<file path="config.mk">
export PLATFORM = sky130hd
export DESIGN_NAME = serial_frame_tx
export DESIGN_NICKNAME = d
export VERILOG_FILES = /design/src/rtl/mc_pkg.sv /design/src/rtl/serial_frame_tx.sv
export SDC_FILE = /design/constraint.sdc
export NUM_CORES = 1
export LEC_CHECK = 0
export ABC_CLOCK_PERIOD_IN_PS = 5160
export CORE_MARGIN = 5
export CORE_UTILIZATION = 56
export CTS_BUF_LIST = sky130_fd_sc_hd__clkbuf_2
export DETAILED_ROUTE_END_ITERATION = 12
export GPL_TIMING_DRIVEN = 0
export PLACE_DENSITY = 0.87
export SYNTH_ARGS = -nofsm -noshare
export SYNTH_HDL_FRONTEND = slang
export SYNTH_SLANG_ARGS = --single-unit
</file>
<file path="constraint.sdc">
create_clock -name clock_100KHZ -period 5.16 [get_ports clock_100KHZ]
set_clock_uncertainty 0.1 [all_clocks]
set_input_delay 1.032 -clock clock_100KHZ [delete_from_list [all_inputs] [get_ports clock_100KHZ]]
set_output_delay 1.032 -clock clock_100KHZ [all_outputs]
set_load 0.005 [all_outputs]
</file>
<file path="src/rtl/mc_pkg.sv">
// Shared definitions for the serial frame transmitter / deserializer / queue chain.
package mc_pkg;

    // Word width shared by the transmitter, deserializer and queue.
    localparam int DATA_WIDTH = 8;

    // Default number of idle cycles inserted after every transmitted frame.
    localparam int GAP_CYCLES = 2;

    // Transmitter control states.
    typedef enum logic [1:0] {
        IDLE = 2'd0,
        SEND = 2'd1,
        GAP  = 2'd2
    } tx_state_t;

endpackage

</file>
<file path="src/rtl/serial_frame_tx.sv">
// Serial frame transmitter: accepts parallel words over valid/ready and
// shifts them out MSB-first, one bit per clock, followed by an idle gap.
module serial_frame_tx
    import mc_pkg::*;
#(
    parameter int DATA_WIDTH = mc_pkg::DATA_WIDTH,
    parameter int GAP_CYCLES = mc_pkg::GAP_CYCLES,
    parameter int CNT_WIDTH  = 16
) (
    input  logic                  clock_100KHZ,
    input  logic                  reset,
    input  logic [DATA_WIDTH-1:0] tx_data_in,
    input  logic                  tx_valid_in,
    output logic                  tx_ready_out,
    input  logic                  status_in,
    output logic                  data_out,
    output logic                  write_out,
    output logic                  busy_out,
    output logic [CNT_WIDTH-1:0]  frames_sent_out
);

    localparam int BIT_W = (DATA_WIDTH > 1) ? $clog2(DATA_WIDTH) : 1;
    localparam int GAP_W = (GAP_CYCLES > 1) ? $clog2(GAP_CYCLES) : 1;

    localparam logic [BIT_W-1:0] LAST_BIT = BIT_W'(DATA_WIDTH - 1);
    localparam logic [GAP_W-1:0] LAST_GAP = GAP_W'(GAP_CYCLES - 1);

    tx_state_t             state_q;
    tx_state_t             state_d;
    logic [DATA_WIDTH-1:0] shift_q;
    logic [BIT_W-1:0]      bit_cnt_q;
    logic [GAP_W-1:0]      gap_cnt_q;
    logic                  handshake;
    logic                  last_bit;
    logic                  last_gap;

    // A new frame may only start from IDLE while the deserializer is free.
    assign tx_ready_out = (state_q == IDLE) && !status_in;
    assign handshake    = tx_valid_in && tx_ready_out;
    assign last_bit     = (bit_cnt_q == LAST_BIT);
    assign last_gap     = (gap_cnt_q == LAST_GAP);

    // Next-state logic; status_in only gates the start of a frame.
    always_comb begin
        state_d = state_q;
        unique case (state_q)
            IDLE:    if (handshake) state_d = SEND;
            SEND:    if (last_bit)  state_d = GAP;
            GAP:     if (last_gap)  state_d = IDLE;
            default: state_d = IDLE;
        endcase
    end

    // State register.
    always_ff @(posedge clock_100KHZ or posedge reset) begin
        if (reset) begin
            state_q <= IDLE;
        end else begin
            state_q <= state_d;
        end
    end

    // Shift register, bit/gap counters, frame counter and registered outputs.
    // The first bit is driven straight from tx_data_in at the handshake edge;
    // the shift register then holds the remaining bits, MSB-aligned.
    always_ff @(posedge clock_100KHZ or posedge reset) begin
        if (reset) begin
            shift_q         <= '0;
            bit_cnt_q       <= '0;
            gap_cnt_q       <= '0;
            data_out        <= 1'b0;
            write_out       <= 1'b0;
            busy_out        <= 1'b0;
            frames_sent_out <= '0;
        end else begin
            busy_out <= (state_d != IDLE);
            unique case (state_q)
                IDLE: begin
                    if (handshake) begin
                        data_out  <= tx_data_in[DATA_WIDTH-1];
                        write_out <= 1'b1;
                        shift_q   <= tx_data_in << 1;
                        bit_cnt_q <= '0;
                    end
                end
                SEND: begin
                    if (last_bit) begin
                        data_out        <= 1'b0;
                        write_out       <= 1'b0;
                        gap_cnt_q       <= '0;
                        frames_sent_out <= frames_sent_out + CNT_WIDTH'(1);
                    end else begin
                        data_out  <= shift_q[DATA_WIDTH-1];
                        shift_q   <= shift_q << 1;
                        bit_cnt_q <= bit_cnt_q + BIT_W'(1);
                    end
                end
                GAP: begin
                    if (!last_gap) begin
                        gap_cnt_q <= gap_cnt_q + GAP_W'(1);
                    end
                end
                default: begin
                    data_out  <= 1'b0;
                    write_out <= 1'b0;
                end
            endcase
        end
    end

endmodule
</file>
Word-level counts from Yosys, hierarchy flattened
Index checks and enable logic that the tools add are counted.
Cells by class
  add/subtract/negate cells: 3
  multiply operators: 0
  divide/modulo/power cells: 0
  $lt $le $gt $ge: 0
  equality and inequality tests: 6
  shift operators: 0
  multiplexer cells: 18
  bitwise logic cells: 1
  reduce and logical (&&, ||, !) cells: 12
Operator list (number)
  adder 16 x 1 -> 16 bit, second input constant: 1
  2-to-1 mux 8 bit: 2
  case mux 8 bit (2 select lines): 1
  2-to-1 mux 2 bit: 3
  2-to-1 mux 3 bit: 2
  != test 2 bit, second input constant: 3
  case mux 1 bit (3 select lines): 2
  case mux 2 bit (3 select lines): 1
  case mux 3 bit (2 select lines): 1
  AND reduction 2 bit: 3
  AND reduction 3 bit: 2
  nonzero test 2 bit: 3
  2-to-1 mux 1 bit: 5
  adder 3 x 1 -> 3 bit, second input constant: 1
  equality test 3 bit, second input constant: 1
  equality test 2 x 1 -> 1 bit, second input constant: 1
  equality test 2 bit, second input constant: 1
  logical AND 1 bit: 2
  logical NOT 2 bit: 1
  case mux 1 bit (2 select lines): 1
  adder 1 bit, second input constant: 1
  logical NOT 1 bit: 1
  inverter 1 bit: 1
Word-level totals
  bits in registers: 33
  bits in latches: 0
  memory bits (writable): 0
  bits in read-only memories: 0
  bits of input ports: 12
  output and inout bits: 20
  memories: 0

Logic depth before layout (Yosys ltp)
Gate-level depths: netlist of run 1.
  word-level depth: 6
  mapped depth: 7
  gate-level depth less buffers: 6

Worst setup path after synthesis of run 1
OpenSTA, ideal clock, no wires.
  path kind: in2out
  start point: in status_in
  end point: out tx_ready_out
  arrival: 1.192 ns
  slack: 2.836 ns
  stages on the path: 1
  buffers on the path: 0
  cell sequence: nor3_1
Between the ends
  longest elaborated chain between the ends: 2
Ends and longest elaborated chain
  from (decl): line serial_frame_tx.sv:15  | input logic status_in,
  logical NOT 1 bit: line serial_frame_tx.sv:38  | assign tx_ready_out = (state_q == IDLE) && !status_in;
  logical AND 1 bit: line serial_frame_tx.sv:38
  to (decl): line serial_frame_tx.sv:14  | output logic tx_ready_out,
Every way passes these cells.

Final worst setup path of run 1
Same ends and word-level chain as after synthesis.

==> summary.txt, run 1 <==
Placed design
  – Place WS: 1880 ps
  – GP Congestion: 0.774
  – Detailed placement HPWL: 2180 um
  – IO buf count: 31

Setup path
  – CP Data Arrival Time: 2140 ps
  – Worst Path Required: 4030 ps
  – Critical-path cell list: clkdlybuf4s50_1 -> nor3_1 -> clkdlybuf4s50_1
  – Largest stage delay, worst path: 530 ps
  – Worst setup EP type: output port
  – Crit path buf inv count: 2
  – CP startpoint kind: primary input
  – CP delay by family, top: buffers and inverters
  – Largest fanout on the critical path: 3
  – Most common cell on crit path: clkdlybuf4s50_1
  – Slowest library cell on the worst path: clkdlybuf4s50_1
  – CP Class: in2out
  – R2R Setup Slk: 3230 ps

STA
  – Setup WS post-layout: 1890 ps
  – Final hold viol count: 0
  – RSZ-0062 raised after global routing: no
  – Tcrit/Tclk final: 63.4%
  – Worst-Margin Slew: 1170 ps
  – Fmax: 306 MHz
  – Final setup fails: 0
  – TNS Setup: 0 ps
  – Crit path time final: 3270 ps
  – Slew headroom: 22.1%
  – Fin. max-slew vios: 0

Yosys
  – Largest cells by area after synthesis: dfrtp_1 (53%), xnor2_1 (5.8%), mux2i_1 (4.6%)
  – Syn avg cell area: 11.0 um^2
  – Post-synth top area cell: dfrtp_1
  – Cells after Synth: 137
  – Cell variety after synth: 33
  – Ys Warns: 0
  – Synthesized flop and latch total: 32
  – Mapped cell area: 1510 um^2
  – Synth Net Count: 152
  – Register area share after synthesis: 53.0%
  – Area share of the largest cell type after synthesis: 53.0%

Floorplan
  – Die width: 62.0 um
  – Die ar.: 3840 um^2
  – DIE HEIGHT: 62.0 um
  – Total core area: 2520 um^2
  – Io pins: 32
  – Rows: 18
  – Initial Utilization: 59.9%

Routing
  – Via Count: 1134
  – Via density: 5.53
  – Detail Route Antenna Nets: 0
  – Drt wl/cell: 14.4 um
  – 1st-iter DRT viols: 51
  – DRC: 0
  – DRT Pass-1 Iters: 4
  – Final wirelength: 2950 um

GRT
  – GRT Util Overall: 17.5%
  – First-pass GRT wire length: 4800 um
  – Initial antenna violation count: 0
  – Number of global-route vias before repair: 1119
  – Largest net degree at the start of global routing: 33
  – Gr ovfl total: 0

Status
  – Status: finished, final reports clean

Flow run
  – Max_cap viols: 0

Cells and area
  – Antenna Cells: 0
  – Area Growth Syn to Fin: 25.2%
  – Share of cells above drive strength 1: 9.71%
  – Post-layout nets: 190
  – Fillers: 187

Power
  – PD cells: 403 nW/um^2
  – Leak: 0.000953 uW
  – Peak VDD IR: 0.334 mV

CTS
  – Num CTS Buffers: 5
  – Clock Tree Buf Depth: 2
  – Post_cts resized: 0
  – Root buffer cell: clkbuf_2
  – CTS H-tree depth: 2
  – # Post-CTS Setup Buffers: 0
  – Skew-Pair Late Insertion Delay: 380 ps
  – Clock sink total: 32
  – # hold bufs at CTS: 0
  – CTS tree: done
  – Worst-path clk slew: 150 ps

Worst hold path
  – Worst Hold Class: reg2reg
==> path summary, 6_finish.rpt <==
| check | from | endpoint | cells after the start |
|---|---|---|---|
| hold reg to reg | frames_sent_out[15] | frames_sent_out[15] | 1 |
| min in group asynchronous | reset | frames_sent_out[12] | 2 |
| setup / recovery | status_in | tx_ready_out | 3 |
| max in group asynchronous | reset | busy_out | 2 |
| setup reg to reg | bit_cnt_q[0] | frames_sent_out[8] | 7 |
| hold / removal | frames_sent_out[15] | frames_sent_out[15] | 1 |
==> layout make-up <==
cell class              count  area, um^2  share of cell area, %
inverters                   9        33.8                   1.79
plain buffers               6        40.0                   2.12
well taps                  30        37.5                   1.98
multi-input cells          90         637                   33.7
repair buffers             31         310                   16.4
flip-flops and latches     32         801                   42.3
clock inverters             2        7.51                  0.397
clock buffers               5        25.0                   1.32
==> state kept, by name, summed over array words and instances (netlist names) <==
signal,flops
frames_sent_out,16
shift_q,7
bit_cnt_q,3
state_q,2
busy_out,1
data_out,1
gap_cnt_q,1
write_out,1
==> power breakdown <==
group,leakage [uW],internal [uW],total (uW),switching (uW)
clock,0.0000239,27.8,110,82.2
combinational,0.000520,152,292,140
sequential,0.000409,314,360,46.1
total,0.000953,494,762,268
==> cell usage after synthesis <==
cell and instances:
nor3_2 1, a22oi_1 1, nand3_1 10, or3b_1 1, o22a_1 1, o21a_1 1, buf_2 2, nand2_1 7
nand2b_1 1, and2_1 1, nand4_1 3, nor4_4 1, a21oi_2 1, xor2_1 5, o32ai_1 1, or2b_1 1
xnor2_1 10, buf_4 4, mux2i_1 7, o21ai_0 2, nor3_1 1, inv_1 9, and4b_1 1, a21oi_1 9
or2_2 1, o22ai_1 2, mux2_2 1, nand4b_4 1, dfrtp_1 32, nor2_1 9, ha_1 3, nor2b_1 1
and3_1 6
==> layout by cell type, fill, tap and decap left out, types with 2 or more instances in the layout <==
cell             synthesis  routed
dfrtp_1                 32      32
buf_2                    2       2
clkbuf_2                 0       5
clkinv_1                 0       2
and3_1                   6       6
ha_1                     3       3
o21ai_0                  2       2
nor2_1                   9       9
xnor2_1                 10      10
nand3_1                 10      10
clkdlybuf4s50_1          0      31
o22ai_1                  2       2
nand2_1                  7       7
mux2i_1                  7       7
xor2_1                   5       5
a21oi_1                  9       9
inv_1                    9       9
buf_4                    4       4
nand4_1                  3       3
==> per-layer routing <==
metal | GRT usage (%) | share of wire, % | up-vias
met5 | 0 | 0 | -
met4 | 8.18 | 2.5 | 0
met3 | 5.79 | 5.6 | 6
met2 | 31.5 | 53 | 27
met1 | 18.2 | 39 | 557
li1 | - | - | 544
==> per-stage QoR <==
step                cells  power, uW  hold slack (ps)  cell area, um^2  util [%]
detailed placement    198        659              370             1860      73.7
CTS                   205        769              390             1890      75.0
global placement      198        642              361             1860      73.7
floorplan             137        549              357             1510         -
global route          205        817              419             1890      75.0
finish                205        762              385             1890      75.0
==> worst register-to-register path: cells and delay by family (launching register included) <==
family | cells | cell delay, ps
simple gates | 3 | 560
fa+ha+maj | 2 | 510
flops | 1 | 400
buf+inv | 1 | 140
xor+xnor | 1 | 140
==> cells by family (layout without fill, tap and decap cells) <==
group / count (synthesis) / count (layout) / share of synthesized area (%)
compound gates: 18 / 18 / 7.20
xor+xnor: 15 / 15 / 8.69
fa+ha+maj: 3 / 3 / 2.48
buf+inv: 15 / 53 / 4.88
flops: 32 / 32 / 53.0
mux: 8 / 8 / 5.38
simple gates: 46 / 46 / 18.4
No activity file was read; power rests on OpenSTA's default activity.
==> run 2, diff against run 1 <==
--- a/config.mk
+++ b/config.mk
@@ -5,13 +5,13 @@
 export SDC_FILE = /design/constraint.sdc
 export NUM_CORES = 1
 export LEC_CHECK = 0
-export ABC_CLOCK_PERIOD_IN_PS = 5160
+export ABC_CLOCK_PERIOD_IN_PS = 2750
 export CORE_MARGIN = 5
-export CORE_UTILIZATION = 56
+export CORE_UTILIZATION = 47
 export CTS_BUF_LIST = sky130_fd_sc_hd__clkbuf_2
 export DETAILED_ROUTE_END_ITERATION = 12
 export GPL_TIMING_DRIVEN = 0
-export PLACE_DENSITY = 0.87
+export PLACE_DENSITY = 0.78
 export SYNTH_ARGS = -nofsm -noshare
 export SYNTH_HDL_FRONTEND = slang
 export SYNTH_SLANG_ARGS = --single-unit
==> constraint.sdc (replaced) <==
create_clock -name clock_100KHZ -period 2.75 [get_ports clock_100KHZ]
set_clock_uncertainty 0.1 [all_clocks]
set_input_delay 0.55 -clock clock_100KHZ [delete_from_list [all_inputs] [get_ports clock_100KHZ]]
set_output_delay 0.55 -clock clock_100KHZ [all_outputs]
set_load 0.005 [all_outputs]
==> run 2 against run 1 <==
Net effect:
- critical path depth unchanged
- hold slack worse by 69 ps
- total power up 89%
- global-route usage down 2.0 points
- critical path type is now reg2out
==> summary.txt, run 2 (synthesis results as in run 1) <==
Worst hold path
  – Worst Hold Class: in2async

Setup path
  – CP Class: reg2out
  – Largest fanout on the critical path: 10 (+7)
  – Worst Path Required: 2100 ps (-1930 ps)
  – CP Data Arrival Time: 1700 ps (-440 ps)
  – R2R Setup Slk: 790 ps (-2440 ps)
  – CP startpoint kind: register
  – Worst setup EP type: output port

Status
  – Status: finished, final reports clean

Cells and area
  – Post-layout nets: 191 (+0.53%)
  – Share of cells above drive strength 1: 11.3% (+1.6 points)
  – Antenna Cells: 0 (unchanged)
  – Most frequent cells in the layout: dfrtp_1 (32), clkdlybuf4s50_1 (31), nand3_1 (10), xnor2_1 (10)
  – Max reg flops: 16 (unchanged)
  – Area Growth Syn to Fin: 28.6%
  – Most flops, register: frames_sent_out
  – Commonest non-fill, non-tap cell in the layout: dfrtp_1
  – Largest regs: frames_sent_out: 16 flops, shift_q: 7 flops, bit_cnt_q: 3 flops

CTS
  – # Post-CTS Setup Buffers: 0 (unchanged)
  – Num CTS Buffers: 5 (unchanged)
  – Clock sink total: 32 (unchanged)
  – Root buffer cell: clkbuf_2
  – # hold bufs at CTS: 0 (unchanged)
  – Post_cts resized: 0 (unchanged)
  – CTS H-tree depth: 2 (unchanged)
  – Worst-path clk slew: 170 ps (+20 ps)
  – CTS tree: done
  – Clock Tree Buf Depth: 2 (unchanged)
  – Skew-Pair Late Insertion Delay: 370 ps (about the same)

Power
  – Peak VDD IR: 0.455 mV (+36%)
  – PD cells: 739 nW/um^2 (+84%)
  – Leak: 0.000968 uW (+1.6%)

Placed design
  – IO buf count: 31 (unchanged)
  – Detailed placement HPWL: 2260 um (+3.9%)
  – GP Congestion: 0.755 (-2.4%)

STA
  – Crit path time final: 2350 ps
  – RSZ-0062 raised after global routing: no
  – Worst-Margin Slew: 467 ps (-700 ps)
  – Final hold slack: 316 ps (-68.8 ps)
  – Tcrit/Tclk final: 85.4%
  – Final hold viol count: 0 (unchanged)
  – Fmax: 426 MHz
  – Slew headroom: 68.7% (+47 points)
  – Final setup fails: 0 (unchanged)
  – TNS Setup: 0 ps (unchanged)
  – Fin. max-slew vios: 0 (unchanged)

GRT
  – Gr ovfl total: 0 (unchanged)
  – First-pass GRT wire length: 5220 um (+8.8%)
  – Number of global-route vias before repair: 1189 (+6.3%)
  – GRT Util Overall: 15.5% (-2.0 points)
  – Largest net degree at the start of global routing: 33 (unchanged)
  – Initial antenna violation count: 0 (unchanged)

Routing
  – Final wirelength: 2990 um (+1.5%)
  – Drt wl/cell: 13.5 um (-5.8%)
  – Via density: 5.11 (-7.6%)
  – Via Count: 1129 (-0.44%)
  – DRC: 0 (unchanged)
  – 1st-iter DRT viols: 47 (-7.8%)
  – Detail Route Antenna Nets: 0 (unchanged)
  – DRT Pass-1 Iters: 4 (unchanged)

Floorplan
  – Die ar.: 4450 um^2 (+16%)
  – Initial Utilization: 49.1% (-11 points)
  – Rows: 20 (+2)
  – Die width: 66.7 um (+7.7%)
  – DIE HEIGHT: 66.7 um (+7.7%)
  – Total core area: 3080 um^2 (+22%)
  – Io pins: 32 (unchanged)

Flow run
  – Max_cap viols: 0 (unchanged)
==> run 2: changes by cell type in the layout (fill, tap and decap cells not counted), sizes merged <==
cell	previous run	this run
inv	9	8
buf	6	7
clkinv	2	4
==> run 2: critical path, cell delays in order (launching register included) <==
cell and delay [ps]:
dfrtp_1 440, buf_4 190, nor3_1 180, clkdlybuf4s50_1 530
==> run 2: layer usage <==
layer  up-vias  wire length (um)  global-route usage (%)
met3         3               160                    4.55
met4         0                23                    4.57
met1       548              1220                    17.1
li1        546                 -                       -
met2        32              1580                    28.5
met5         -                 0                       0
==> run 2: area by class of cell <==
cell class,instances,area (um^2)
buffer,6,40.0
clock inverter,3,13.8
fill,277,1130
clock buffer,5,25.0
sequential,32,801
inverter,9,33.8
tap,44,55.1
multi-input combinational,90,637
timing repair buffer,32,338
==> run 2: stage by stage <==
step           total power [uW]  cells  setup WS (ps)  area, um^2  util (%)
6_report                   1440    221            402        1940      63.1
2_1_floorplan              1030    137           1020        1510         -
3_3_place_gp               1200    212            449        1880      61.0
3_5_place_dp               1240    212            443        1880      61.0
4_1_cts                    1450    220            374        1920      62.2
5_1_grt                    1560    221            320        1940      63.1
==> run 2: final timing paths <==
path                                      from                  end  cells past startpoint
min in group clock_100KHZ  frames_sent_out[15]  frames_sent_out[15]                      1
setup reg to reg                  bit_cnt_q[0]   frames_sent_out[8]                      7
hold / removal                           reset            write_out                      2
max in group asynchronous                reset   frames_sent_out[6]                      3
hold reg to reg            frames_sent_out[15]  frames_sent_out[15]                      1
setup / recovery                    state_q[0]         tx_ready_out                      3
==> run 2: report_power, final <==
part / switching (uW) / leakage, uW / internal (uW)
clock: 156 / 0.0000302 / 56.9
combinational: 258 / 0.000529 / 288
sequential: 88.3 / 0.000409 / 589
total: 503 / 0.000968 / 934
==> run 3, diff against run 2 <==
==> constraint.sdc (replaced) <==
create_clock -name clock_100KHZ -period 2.75 [get_ports clock_100KHZ]
set_clock_uncertainty 0.1 [all_clocks]
set_input_delay 0.55 -clock clock_100KHZ [delete_from_list [all_inputs] [get_ports clock_100KHZ]]
set_output_delay 0.55 -clock clock_100KHZ [all_outputs]
set_load 0.05 [all_outputs]
==> results of run 3 <==
The final DEF is identical to that of run 2. Status: finished, final reports clean.
Main changes from that run: setup slack after placement 443 ps -> 140 ps; setup slack after layout 402 ps -> 99.1 ps; total power 1440 uW -> 1600 uW; worst IR drop on VDD 0.455 mV -> 0.457 mV
